## src/rtl/axi_mem_pkg.sv

```systemverilog
// Shared types for the axi_memory slave: response codes, burst kinds and FSM states.
package axi_mem_pkg;

  typedef enum logic [1:0] {
    RESP_OKAY   = 2'b00,
    RESP_SLVERR = 2'b10
  } resp_t;

  typedef enum logic {
    BURST_FIXED = 1'b0,
    BURST_INCR  = 1'b1
  } burst_t;

  typedef enum logic [1:0] {
    W_IDLE,
    W_DATA,
    W_RESP
  } w_state_t;

  typedef enum logic {
    R_IDLE,
    R_DATA
  } r_state_t;

endpackage

```

## src/rtl/axi_mem_array.sv

```systemverilog
// Word storage for axi_memory: cleared on reset, one write port, one registered read port.
module axi_mem_array
  import axi_mem_pkg::*;
#(
  parameter int DATA_WIDTH  = 32,
  parameter int ADDR_WIDTH  = 5,
  parameter int memory_size = 32
) (
  input  logic                  clk,
  input  logic                  rst_n,
  input  logic                  wr_en,
  input  logic [ADDR_WIDTH-1:0] wr_addr,
  input  logic [DATA_WIDTH-1:0] wr_data,
  input  logic                  rd_en,
  input  logic [ADDR_WIDTH-1:0] rd_addr,
  output logic [DATA_WIDTH-1:0] rd_data
);

  logic [DATA_WIDTH-1:0] mem [memory_size];

  // Read samples the pre-edge contents, so a same-edge write is seen only by later reads.
  always_ff @(posedge clk or negedge rst_n) begin
    if (!rst_n) begin
      for (int i = 0; i < memory_size; i++) mem[i] <= '0;
      rd_data <= '0;
    end else begin
      if (wr_en) mem[wr_addr] <= wr_data;
      if (rd_en) rd_data <= mem[rd_addr];
    end
  end

endmodule

```

## src/rtl/axi_memory.sv

```systemverilog
// Word-addressed AXI-style memory slave with burst writes and single-beat reads.
// Define AXI_MEM_BOUNDS_CHECK_EN to reject out-of-range addresses instead of wrapping them.
module axi_memory
  import axi_mem_pkg::*;
#(
  parameter int word_size   = 32,
  parameter int memory_size = 32,
  parameter int ADDR_WIDTH  = 5,
  parameter int DATA_WIDTH  = 32
) (
  input  logic                  ACLK,
  input  logic                  ARESETn,
  input  logic                  AWVALID,
  output logic                  AWREADY,
  input  logic [ADDR_WIDTH-1:0] AWADDR,
  input  logic                  AWBURST,
  input  logic [7:0]            AWLEN,
  input  logic                  WVALID,
  output logic                  WREADY,
  input  logic [DATA_WIDTH-1:0] WDATA,
  input  logic                  WLAST,
  output logic                  BVALID,
  input  logic                  BREADY,
  output logic [1:0]            BRESP,
  input  logic                  ARVALID,
  output logic                  ARREADY,
  input  logic [ADDR_WIDTH-1:0] ARADDR,
  output logic                  RVALID,
  input  logic                  RREADY,
  output logic [DATA_WIDTH-1:0] RDATA,
  output logic [1:0]            RRESP,
  input  logic                  W_EN,
  input  logic                  R_EN
);

  localparam int AW1 = ADDR_WIDTH + 1;

  // One spare address bit lets the burst pointer reach memory_size without overflowing.
  function automatic logic [ADDR_WIDTH-1:0] wrap_addr(input logic [ADDR_WIDTH:0] a);
    return ADDR_WIDTH'(a % AW1'(memory_size));
  endfunction

`ifdef AXI_MEM_BOUNDS_CHECK_EN
  function automatic logic in_range(input logic [ADDR_WIDTH:0] a);
    return a < AW1'(memory_size);
  endfunction
`endif

  w_state_t            w_state, w_state_nxt;
  r_state_t            r_state, r_state_nxt;
  logic [ADDR_WIDTH:0] w_addr, w_addr_nxt;
  logic [7:0]          w_cnt, w_len;
  burst_t              w_burst;
  logic                w_err;
  logic                r_ok;
  resp_t               r_resp;
  logic                aw_hs, w_hs, b_hs, ar_hs, r_hs;
  logic                w_final, beat_ok, rd_ok, mem_we;
  logic [DATA_WIDTH-1:0] arr_rdata;

  assign aw_hs   = AWVALID && (w_state == W_IDLE);
  assign w_hs    = WVALID  && (w_state == W_DATA);
  assign b_hs    = BREADY  && (w_state == W_RESP);
  assign ar_hs   = ARVALID && (r_state == R_IDLE);
  assign r_hs    = RREADY  && (r_state == R_DATA);
  assign w_final = WLAST || (w_cnt == w_len - 8'd1);

`ifdef AXI_MEM_BOUNDS_CHECK_EN
  assign beat_ok    = in_range(w_addr);
  assign rd_ok      = R_EN && in_range({1'b0, ARADDR});
  assign w_addr_nxt = (w_burst == BURST_INCR && in_range(w_addr)) ? w_addr + AW1'(1) : w_addr;
`else
  assign beat_ok    = 1'b1;
  assign rd_ok      = R_EN;
  assign w_addr_nxt = (w_burst == BURST_INCR) ? {1'b0, wrap_addr(w_addr)} + AW1'(1) : w_addr;
`endif

  assign mem_we = w_hs && W_EN && beat_ok;

  always_ff @(posedge ACLK or negedge ARESETn) begin
    if (!ARESETn) begin
      w_state <= W_IDLE;
      r_state <= R_IDLE;
    end else begin
      w_state <= w_state_nxt;
      r_state <= r_state_nxt;
    end
  end

  always_comb begin
    w_state_nxt = w_state;
    r_state_nxt = r_state;
    AWREADY     = 1'b0;
    WREADY      = 1'b0;
    BVALID      = 1'b0;
    BRESP       = RESP_OKAY;
    ARREADY     = 1'b0;
    RVALID      = 1'b0;
    unique case (w_state)
      W_IDLE: begin
        AWREADY = ARESETn;
        if (aw_hs) w_state_nxt = W_DATA;
      end
      W_DATA: begin
        WREADY = 1'b1;
        if (w_hs && w_final) w_state_nxt = W_RESP;
      end
      W_RESP: begin
        BVALID = 1'b1;
        BRESP  = w_err ? RESP_SLVERR : RESP_OKAY;
        if (b_hs) w_state_nxt = W_IDLE;
      end
      default: w_state_nxt = W_IDLE;
    endcase
    unique case (r_state)
      R_IDLE: begin
        ARREADY = ARESETn;
        if (ar_hs) r_state_nxt = R_DATA;
      end
      R_DATA: begin
        RVALID = 1'b1;
        if (r_hs) r_state_nxt = R_IDLE;
      end
      default: r_state_nxt = R_IDLE;
    endcase
  end

  always_ff @(posedge ACLK or negedge ARESETn) begin
    if (!ARESETn) begin
      w_addr  <= '0;
      w_cnt   <= '0;
      w_len   <= 8'd1;
      w_burst <= BURST_FIXED;
      w_err   <= 1'b0;
    end else if (aw_hs) begin
      w_addr  <= {1'b0, AWADDR};
      w_cnt   <= '0;
      w_len   <= (AWLEN == 8'd0) ? 8'd1 : AWLEN;
      w_burst <= burst_t'(AWBURST);
      w_err   <= 1'b0;
    end else if (w_hs) begin
      w_addr <= w_addr_nxt;
      w_cnt  <= w_cnt + 8'd1;
      if (!W_EN || !beat_ok) w_err <= 1'b1;
    end
  end

  always_ff @(posedge ACLK or negedge ARESETn) begin
    if (!ARESETn) begin
      r_ok   <= 1'b0;
      r_resp <= RESP_OKAY;
    end else if (ar_hs) begin
      r_ok   <= rd_ok;
      r_resp <= rd_ok ? RESP_OKAY : RESP_SLVERR;
    end
  end

  assign RDATA = r_ok ? arr_rdata : '0;
  assign RRESP = r_resp;

  axi_mem_array #(
    .DATA_WIDTH (word_size),
    .ADDR_WIDTH (ADDR_WIDTH),
    .memory_size(memory_size)
  ) u_array (
    .clk    (ACLK),
    .rst_n  (ARESETn),
    .wr_en  (mem_we),
    .wr_addr(wrap_addr(w_addr)),
    .wr_data(WDATA),
    .rd_en  (ar_hs),
    .rd_addr(wrap_addr({1'b0, ARADDR})),
    .rd_data(arr_rdata)
  );

endmodule

```

## config.mk

```make
export PLATFORM = sky130hd
export DESIGN_NAME = axi_memory
export DESIGN_NICKNAME = d
export VERILOG_FILES = /design/src/rtl/axi_mem_pkg.sv /design/src/rtl/axi_mem_array.sv /design/src/rtl/axi_memory.sv
export SDC_FILE = /design/constraint.sdc
export NUM_CORES = 1
export LEC_CHECK = 0
export ABC_AREA = 1
export ABC_CLOCK_PERIOD_IN_PS = 1900
export CAP_MARGIN = 20
export CELL_PAD_IN_SITES_DETAIL_PLACEMENT = 1
export CELL_PAD_IN_SITES_GLOBAL_PLACEMENT = 2
export CORE_MARGIN = 2
export CORE_UTILIZATION = 35
export CTS_CLUSTER_DIAMETER = 80
export DETAILED_ROUTE_END_ITERATION = 10
export GPL_TIMING_DRIVEN = 1
export PLACE_DENSITY = 0.8
export SLEW_MARGIN = 20
export SYNTH_ARGS = -nofsm -noshare
export SYNTH_HDL_FRONTEND = slang
export SYNTH_SLANG_ARGS = --single-unit
export TNS_END_PERCENT = 30
```

## constraint.sdc

```tcl
create_clock -name ACLK -period 1.9 [get_ports ACLK]
set_input_delay 0.38 -clock ACLK [delete_from_list [all_inputs] [get_ports ACLK]]
set_output_delay 0.38 -clock ACLK [all_outputs]
set_load 0.05 [all_outputs]
```

==> impl_metrics.ini <==
[outcome]
status = finished with violations
violations = negative setup slack

[detailed_routing]
viasPerCell = 5.63
first_iter_violations = 4893
vias = 46969
drc = 0
wire_per_inst_um = 27.3
dr.pass1.iters = 5
drtAntennaViolNets = 0
finalWirelength_um = 228000

[synthesis]
synth_area_leaders = dfrtp_1, nand2_1, o21ai_0, nand3_1, clkbuf_1
synth_area_mm2 = 0.0492
syn_inst = 6182
synth_edf_count = 0
ys.flop_type = dfrtp_1
synth-async-reset-ratio_pct = 100
synth_top_area_cell = dfrtp_1
avgSynthCellArea_um2 = 7.95
ys_ff_latch = 1084
synth_commonest_cells = nand2_1, dfrtp_1, o21ai_0
synth_cell_type_count = 37
yosysMostFrequentCell = nand2_1
yosysTopAreaCellShare_pct = 55.1
ys_seq_area_share_pct = 55.2
ys_warn_count = 0

[power]
power_frac_seq_pct = 44.1
netSwitchingPower_mw = 27.5
swShare_pct = 33.0
power_frac_comb_pct = 24.6
p_per_area_mw_per_mm2 = 1290
p_leak_nw = 29.6
power_mw = 83.4
pwr-share-clk_pct = 31.3
irDropWorstVdd_uv = 801
p_int_mw = 55.9

[worst_setup_path]
rrSetupSlack_ns = -0.31
r2r_end = u_array.mem[988]$_DFFE_PN0P_
reg2reg_depth = 13
r2r-start = w_state[1]$_DFFE_PN0P_
cp-end-kind = register
crit_chain = buf_6, nor2_4, buf_6, nand2_8, nor2_8, inv_8, nor2_8, buf_12, buf_12, nand2_8, clkbuf_16, nand2_1, o21ai_0
critPathSlowestCell = dfrtp_1
worst-path-buf-inv = 6
critPathKind = reg -> reg
crit_fanout = 21
max_stage_delay_ns = 0.39
crit_start = w_state[1]$_DFFE_PN0P_
start_kind = register
crit_family = buffers and inverters
cp.required_ns = 2.50
arrival_ns = 2.80

[clock_tree]
worstSkewPairLatency_ns = 0.76
cts_sinks = 1084
htreeDepth = 3
clock_path_buffers = 3
clock-root-buffer = clkbuf_16
cts_tree = yes
cts_buffers = 121
cts.clk_slew.worst_paths_ns = 0.06

[global_routing]
first_global_vias = 45719
overflow = 0
grt_pass1_wl_um = 281000
grt_usage_pct = 25.7
antenna_found_initial = 11
grt_max_degree = 127

[layout]
drive_gt1_share_pct = 16.8
postLayoutCellArea_mm2 = 0.0645
final_cells = 8340
nNetsFinal = 6421
syn_to_final_growth_pct = 31.2

[floorplanning]
io_pins = 102
die_w_um = 379
coreArea_mm2 = 0.140
fp-row-count = 137
fp.dieH_um = 379
die-area_mm2 = 0.143
start_util_pct = 35.2

[timing]
slew_headroom_pct = 43.3
drv_slew = 0
rsz0062_at_grt = true
timing.fmax_ghz = 0.453
post-route-period-util_pct = 116
layout_setup_ws_ns = -0.306
setup_viol = 1027
whs_ns = 0.152
fin_skew_ns = 0.0329
fin_crit_ns = 2.21
hold_viol_final = 0
worst_slew_pin_slew_ns = 0.851

[placement]
place_area_mm2 = 0.0556
detailed_place_hpwl_um = 111000
routabilityCongestion = 0.792
io_buffer_count = 99
dp_worst_setup_slack_ns = -0.236
dp_cells = 7979

[min_path]
hold_start = ARADDR[3]
holdPathStages = 5
hold_class = in -> reg
hold_path_end = u_array.rd_data[14]$_DFFE_PN0P_

[run]
maxCapViolations = 0
-- tightest hold or removal path: cells and delay by family --
family / cells / cell delay (ns)
and+or+nand+nor: 4 / 0.29
buffers and inverters: 1 / 0.18
-- cells in the final DEF (no fill, tap or decap), drive strengths merged --
cell	n
nand2	2335
o21ai	1137
dfrtp	1083
nand3	725
buf	444
clkbuf	247
inv	141
nor2	107
a21oi	70
clkdlybuf4s50	54
o22ai	33
clkinv	26
bufinv	18
diode	6
ha	6
nor3	6
xor2	5
a31oi	3
clkinvlp	3
xnor2	3
nand4	2
conb	2
o221ai	1
nor4	1
a211oi	1
o21bai	1
o21a	1
nor3b	1
dlygate4sd3	1
dfstp	1
-- area by class of cell --
class / count / area (µm²)
Timing Repair Buffer: 567 / 8710
Fill cell: 16137 / 75000
Antenna cell: 6 / 15.0
Clock buffer: 179 / 3700
Sequential cell: 1084 / 27100
Inverter: 140 / 562
Clock inverter: 48 / 714
Multi-Input combinational cell: 4440 / 21300
Tap cell: 1876 / 2350
-- logic make-up (layout without fill, tap and decap cells) --
logic type / Yosys count / count (layout) / share of synthesized area [%]
flops: 1084 / 1084 / 55.2
buf+inv: 665 / 934 / 5.24
compound gates: 1247 / 1247 / 12.8
other cells: 1 / 8 / 0.00763
simple gates: 3171 / 3177 / 26.5
fa+ha+maj: 6 / 6 / 0.153
xor+xnor: 8 / 8 / 0.143
-- state kept, by name (all words and copies together), names as in the netlist --
signal	cells
u_array.rd_data	32
r_ok	1
w_addr	5
u_array.mem	1024
w_burst	1
RRESP	1
r_state	1
w_state	2
w_err	1
w_len	8
w_cnt	8
-- per-layer routing --
layer  share of wire, %  track usage (%)
met3                7.2             3.50
met2                 46             43.5
met4                5.7             8.03
met5              0.037                0
met1                 41             34.1
-- through the flow --
step                      TNS, ns  utilization, %
final                     -123.26            46.2
after global routing      -189.86            46.2
after CTS                   -8.45            43.1
after detailed placement  -171.71            39.9
after global placement    -163.39            39.9
after floorplan            -17.74               -
-- power by group through the flow --
stage          Combinational [mW]  Sequential, mW  Clock [mW]
6_report                     20.5            36.8        26.1
4_1_cts                      18.4            36.0        26.4
3_3_place_gp                 17.3            36.0           0
3_5_place_dp                 18.2            36.3           0
2_1_floorplan                12.3            35.0           0
5_1_grt                      23.2            37.7        27.3
-- worst max path at each step --
stage | endpoint | slack (ns) | cells past startpoint
after global placement | u_array.mem[279]$_DFFE_PN0P_ | -0.22 | 8
final | u_array.mem[988]$_DFFE_PN0P_ | -0.31 | 13
after global routing | u_array.mem[960]$_DFFE_PN0P_ | -0.35 | 13
after CTS | RDATA[1] | -0.33 | 4
after detailed placement | u_array.mem[922]$_DFFE_PN0P_ | -0.24 | 8
after floorplan | u_array.mem[120]$_DFFE_PN0P_ | -0.07 | 10
-- what timing repair did --
action                                  in CTS  in global routing
buffers inserted                             2                 24
hold buffers                                 1                  0
resized for setup                           41                644
gates cloned                                 0                102
endpoints found under the hold margin      290                  0
pin swaps                                    3                 48
endpoints found under the setup margin      37                804
Note: power is estimated with default switching activity, not from simulation.
